===== src/rtl/block_loader.sv =====
// Byte-serial loader that packs 16 bytes into 128-bit blocks in two ping-pong slots and hands them out over valid/ready.
// Optional LOADER_PAD_EN: in_last closes a short block and zero-pads its remaining bytes.
module block_loader (
  input  logic         clk,
  input  logic         rst_n,
  input  logic [7:0]   in_data,
  input  logic         in_valid,
  output logic         in_ready,
  input  logic         in_last,
  input  logic [9:0]   cfg_key,
  input  logic         cfg_mode,
  output logic [127:0] blk_data,
  output logic [9:0]   blk_key,
  output logic         blk_mode,
  output logic [4:0]   blk_nbytes,
  output logic         blk_valid,
  input  logic         blk_ready,
  output logic [1:0]   pending
);

  logic       wr_slot_reg;
  logic       rd_slot_reg;
  logic [3:0] byte_idx_reg;
  logic [1:0] full_vec;
  logic       accept;
  logic       consume;
  logic       last_hit;
  logic       close;
  logic [4:0] close_count;

`ifdef LOADER_PAD_EN
  assign last_hit = in_last;
`else
  logic unused_in_last;
  assign unused_in_last = in_last;
  assign last_hit       = 1'b0;
`endif

  assign in_ready    = !full_vec[wr_slot_reg];
  assign blk_valid   = full_vec[rd_slot_reg];
  assign accept      = in_valid && in_ready;
  assign consume     = blk_valid && blk_ready;
  assign close       = accept && ((byte_idx_reg == 4'hF) || last_hit);
  assign close_count = {1'b0, byte_idx_reg} + 5'd1;
  assign pending     = {1'b0, full_vec[0]} + {1'b0, full_vec[1]};

  genvar gi;
  generate
    for (gi = 0; gi < 2; gi++) begin : g_slot
      logic [127:0] data_reg;
      logic [127:0] data_next;
      logic [9:0]   key_reg;
      logic         mode_reg;
      logic [4:0]   nbytes_reg;
      logic         full_reg;
      logic         wr_sel;
      logic         rd_sel;

      assign wr_sel       = accept && (wr_slot_reg == 1'(gi));
      assign rd_sel       = consume && (rd_slot_reg == 1'(gi));
      assign full_vec[gi] = full_reg;

      // Merge the incoming byte; on an early close the tail is zeroed in the same edge.
      always_comb begin
        data_next = data_reg;
        for (int b = 0; b < 16; b++) begin
          if (4'(b) == byte_idx_reg)
            data_next[127 - 8*b -: 8] = in_data;
          else if (close && (4'(b) > byte_idx_reg))
            data_next[127 - 8*b -: 8] = 8'h00;
        end
      end

      always_ff @(posedge clk or negedge rst_n) begin
        if (!rst_n) begin
          data_reg   <= '0;
          key_reg    <= '0;
          mode_reg   <= 1'b0;
          nbytes_reg <= '0;
          full_reg   <= 1'b0;
        end else begin
          if (wr_sel) begin
            data_reg <= data_next;
            if (byte_idx_reg == 4'h0) begin
              key_reg  <= cfg_key;
              mode_reg <= cfg_mode;
            end
            if (close) begin
              nbytes_reg <= close_count;
              full_reg   <= 1'b1;
            end
          end else if (rd_sel) begin
            full_reg <= 1'b0;
          end
        end
      end
    end
  endgenerate

  assign blk_data   = rd_slot_reg ? g_slot[1].data_reg   : g_slot[0].data_reg;
  assign blk_key    = rd_slot_reg ? g_slot[1].key_reg    : g_slot[0].key_reg;
  assign blk_mode   = rd_slot_reg ? g_slot[1].mode_reg   : g_slot[0].mode_reg;
  assign blk_nbytes = rd_slot_reg ? g_slot[1].nbytes_reg : g_slot[0].nbytes_reg;

  always_ff @(posedge clk or negedge rst_n) begin
    if (!rst_n) begin
      wr_slot_reg  <= 1'b0;
      rd_slot_reg  <= 1'b0;
      byte_idx_reg <= 4'h0;
    end else begin
      if (accept) begin
        if (close) begin
          byte_idx_reg <= 4'h0;
          wr_slot_reg  <= !wr_slot_reg;
        end else begin
          byte_idx_reg <= byte_idx_reg + 4'h1;
        end
      end
      if (consume)
        rd_slot_reg <= !rd_slot_reg;
    end
  end

endmodule

===== config.mk =====
export PLATFORM = sky130hd
export DESIGN_NAME = block_loader
export DESIGN_NICKNAME = d
export VERILOG_FILES = /design/src/rtl/block_loader.sv
export SDC_FILE = /design/constraint.sdc
export NUM_CORES = 1
export LEC_CHECK = 0
export ABC_CLOCK_PERIOD_IN_PS = 5800
export BUFFER_PORTS_ARGS = -buffer_cell sky130_fd_sc_hd__buf_4
export CAP_MARGIN = 20
export CORE_UTILIZATION = 45
export CTS_CLUSTER_SIZE = 10
export DETAILED_ROUTE_END_ITERATION = 12
export PLACE_DENSITY = 0.65
export RECOVER_POWER = 50
export SYNTH_ARGS = -nofsm -noshare
export SYNTH_HDL_FRONTEND = slang
export SYNTH_SLANG_ARGS = --single-unit

===== constraint.sdc =====
create_clock -name clk -period 5.8 [get_ports clk]
set_input_delay 1.16 -clock clk [delete_from_list [all_inputs] [get_ports clk]]
set_output_delay 1.16 -clock clk [all_outputs]
set_load 0.03 [all_outputs]

==> qor.tcl <==
set qor(outcome) {finished, violations left}
set qor(failed_checks) {capacitance limit, slew limit}
set qor(power.density_cell_area_nw_per_um2) 623.4
set qor(setup.worst_path.end_class) {asynchronous set/reset pin}
set qor(post_cts_hold_buffer_count) 0
set qor(grt_pass1_wl_um) 49240
set qor(hpwlAfterDp_um) 18950
set qor(netlist_area_um2) 13490
set qor(total_routed_length_um) 30950
set qor(worst_skew_pair.late_latency_ns) 0.51
set qor(syn_nets) 975
set qor(timing.critical_path.fanout_max) 120
set qor(clockRootBuffer) {sky130_fd_sc_hd__clkbuf_16}
set qor(finalCoreUtilization) 0.5388
set qor(initialDrtViolationCount) 509
set qor(max_clock_freq_ghz) 0.2681
set qor(num_antenna_cells) 0
set qor(critical_path.startpoint) {rst_n}
set qor(dieHeight_um) 175.1
set qor(timing.final.hold_violations) 0
set qor(shortest_period_the_worst_path_allows_ns) 3.730
set qor(post_synth_main_area_contributors) {sky130_fd_sc_hd__dfrtp_1 55%, sky130_fd_sc_hd__mux2_2 32%, sky130_fd_sc_hd__nand3_1 1.5%, sky130_fd_sc_hd__a22o_1 1.0%, sky130_fd_sc_hd__clkbuf_1 0.97%}
set qor(final_area_um2) 15930
set qor(startpoint_of_the_worst_slack_reg_to_reg_timing_path) {byte_idx_reg[0]$_DFFE_PN0P_}
set qor(die_width_um) 175.1
set qor(port-buffer-count) 170
set qor(cell_taking_the_most_area_after_synthesis) {sky130_fd_sc_hd__dfrtp_1}
set qor(detailed_place.area_um2) 14950
set qor(maxSlewViolCount) 129
set qor(gr-usage-all-layers) 0.2058
set qor(critical_path.n_buffers_inverters) 2
set qor(final.fill_count) 2518
set qor(overflow) 0
set qor(grt_start_max_net_pins) 121
set qor(required_time_of_the_worst_setup_path_ns) 6.34
set qor(critical_path.cell_chain) {clkbuf_2, buf_4}
set qor(cts_htree_levels) 2
set qor(rsz_0062_raised_after_global_routing) {no}
set qor(gp_congestion) 0.7764
set qor(max-clock-path-buffers) 3
set qor(detailedRoute.firstPassIterationCount) 6
set qor(dominant_register_cell_in_the_synthesized_netlist) {sky130_fd_sc_hd__dfrtp_1}
set qor(synth.top_cell.area_share) 0.5491
set qor(cap_viol_max_count) 2
set qor(worst_setup_path_start_kind) {input port}
set qor(finalCritPeriodShare) 0.6431
set qor(vdd_ir_max_v) 0.0003275
set qor(detail_route.wl_per_cell_um) 20.87
set qor(slew_headroom) -1.034
set qor(die_area_um2) 30680
set qor(critical_path.slowest_cell) {sky130_fd_sc_hd__clkbuf_2}
set qor(initial_utilization) 0.4564
set qor(largest_register_ffs) 256
set qor(finalHoldWorstSlack_ns) 0.4704
set qor(setup_ws_ns) 2.070
set qor(yosys.cell_types.count) 49
set qor(core_area_um2) 29560
set qor(post_cts_buffers) 0
set qor(layout.nets) 1112
set qor(io_pins) 172
set qor(async_flop_share) 1.000
set qor(pre_cts_slack_ns) 2.336
set qor(clock_sink_count) 296
set qor(dr_total_vias) 8116
set qor(post_cts_resize_count) 0
set qor(post_drt_via_cell_ratio) 5.473
set qor(setup_viol_count_final) 0
set qor(grt_pass1_vias) 8639
set qor(critPathArrivalTime_ns) 4.27
set qor(tritoncts.num_buffers) 36
set qor(areaGrowthSynthToFinish_pct) 18.07
set qor(critical-path-top-delay-family) {buffers and inverters}
set qor(worst_slew_pin_slew_ns) 3.051
set qor(leakage_nw) 7.530
set qor(drc_errors) 0
set qor(final_layout_size_suffix_gt1_frac) 0.5709
set qor(synth_sequential_area_ratio) 0.5491
set qor(most_used_cells_in_the_layout_excluding_fill_and_tap_cells) {387 x sky130_fd_sc_hd__mux2_2, 295 x sky130_fd_sc_hd__dfrtp_1, 171 x sky130_fd_sc_hd__buf_4}
set qor(synth_cells) 946
set qor(syn_warnings) 0
set qor(fin_cells) 1483
set qor(final.setup.tns_ns) 0
set qor(placedCellCount) 1435
set qor(clk_pin_slew_worst_paths_ns) 0.05
set qor(cp_slowest_stage_delay_ns) 2.03
set qor(grt_antenna_before_repair) 0
set qor(total_power_mw) 9.929
set qor(avgSynthCellArea_um2) 14.26
set qor(worstHoldStart) {g_slot[0].nbytes_reg[4]$_DFFE_PN0P_}
set qor(timing_worst_setup_path_type) {input port to asynchronous set/reset pin}
set qor(most_common_cell_after_layout_fill_and_taps_aside) {sky130_fd_sc_hd__mux2_2}
set qor(finalClockSkew_ns) 0.007539
set qor(cts_tree) {done}
set qor(hold_path_class) {flop to flop}
set qor(rows) 63
set qor(ant_nets) 0
set qor(synth_edf_count) 0
set qor(postSynthRegisterBits) 296
[power by group]
| group | internal, mW | switching [mW] | leakage (nW) |
|---|---|---|---|
| clock | 1.19 | 0.800 | 0.502 |
| sequential | 2.89 | 0.517 | 3.77 |
| combinational | 2.10 | 2.43 | 3.26 |
[Yosys cell counts (4+ instances only)]
cell / count
sky130_fd_sc_hd__o21ai_0: 21
sky130_fd_sc_hd__nor2b_1: 4
sky130_fd_sc_hd__dfrtp_1: 296
sky130_fd_sc_hd__nor3_4: 4
sky130_fd_sc_hd__nand2_1: 11
sky130_fd_sc_hd__mux2_4: 6
sky130_fd_sc_hd__buf_4: 4
sky130_fd_sc_hd__a22o_1: 16
sky130_fd_sc_hd__and4b_1: 4
sky130_fd_sc_hd__nor2_1: 4
sky130_fd_sc_hd__ha_1: 5
sky130_fd_sc_hd__nand2b_1: 5
sky130_fd_sc_hd__nand3_1: 41
sky130_fd_sc_hd__buf_2: 25
sky130_fd_sc_hd__o211ai_1: 16
sky130_fd_sc_hd__inv_1: 5
sky130_fd_sc_hd__buf_6: 7
sky130_fd_sc_hd__clkbuf_1: 35
sky130_fd_sc_hd__and2_1: 5
sky130_fd_sc_hd__mux2_2: 389
sky130_fd_sc_hd__buf_1: 5
[final timing paths]
kind                       depth (start not counted)  slack [ns]                                   to
setup / recovery                                   2        2.07   g_slot[1].data_reg[62]$_DFFE_PN0P_
hold / removal                                     1        0.47  g_slot[0].nbytes_reg[4]$_DFFE_PN0P_
setup reg to reg                                   5        2.89     g_slot[0].key_reg[2]$_DFFE_PN0P_
hold reg to reg                                    1        0.47  g_slot[0].nbytes_reg[4]$_DFFE_PN0P_
max in group clk                                   3        2.14                         blk_data[21]
min in group asynchronous                          1        1.59     g_slot[1].key_reg[2]$_DFFE_PN0P_
[per-layer routing]
metal  part of all wire  up-vias  wire length [um]  GRT usage
met3              0.061       44              1892    0.05135
met2               0.48      168             14770     0.3352
met5                  0        -                 0          0
met1               0.44     4213             13740     0.2744
met4              0.018        0               549    0.05290
li1                   -     3691                 -          -
[cell type report]
cell class                      instances  area (um2)  area share
Timing Repair Buffer                  176        1336     0.08390
Sequential cell                       296        7411      0.4653
Tap cell                              390       488.0     0.03064
Clock buffer                           45       996.0     0.06253
Inverter                                5       18.77    0.001178
Multi-Input combinational cell        568        5655      0.3551
Clock inverter                          3       22.52    0.001414
[cell families (layout without fill, tap and decap cells)]
kind of cell / after synthesis / count (layout) / synth area share
compound gates: 61 / 61 / 0.03126
xor+xnor: 2 / 2 / 0.001299
fa+ha+maj: 5 / 5 / 0.004637
buf+inv: 82 / 229 / 0.03024
flops: 296 / 296 / 0.5491
mux: 398 / 398 / 0.3339
simple gates: 102 / 102 / 0.04962
No activity file was read; power rests on OpenSTA's default activity.
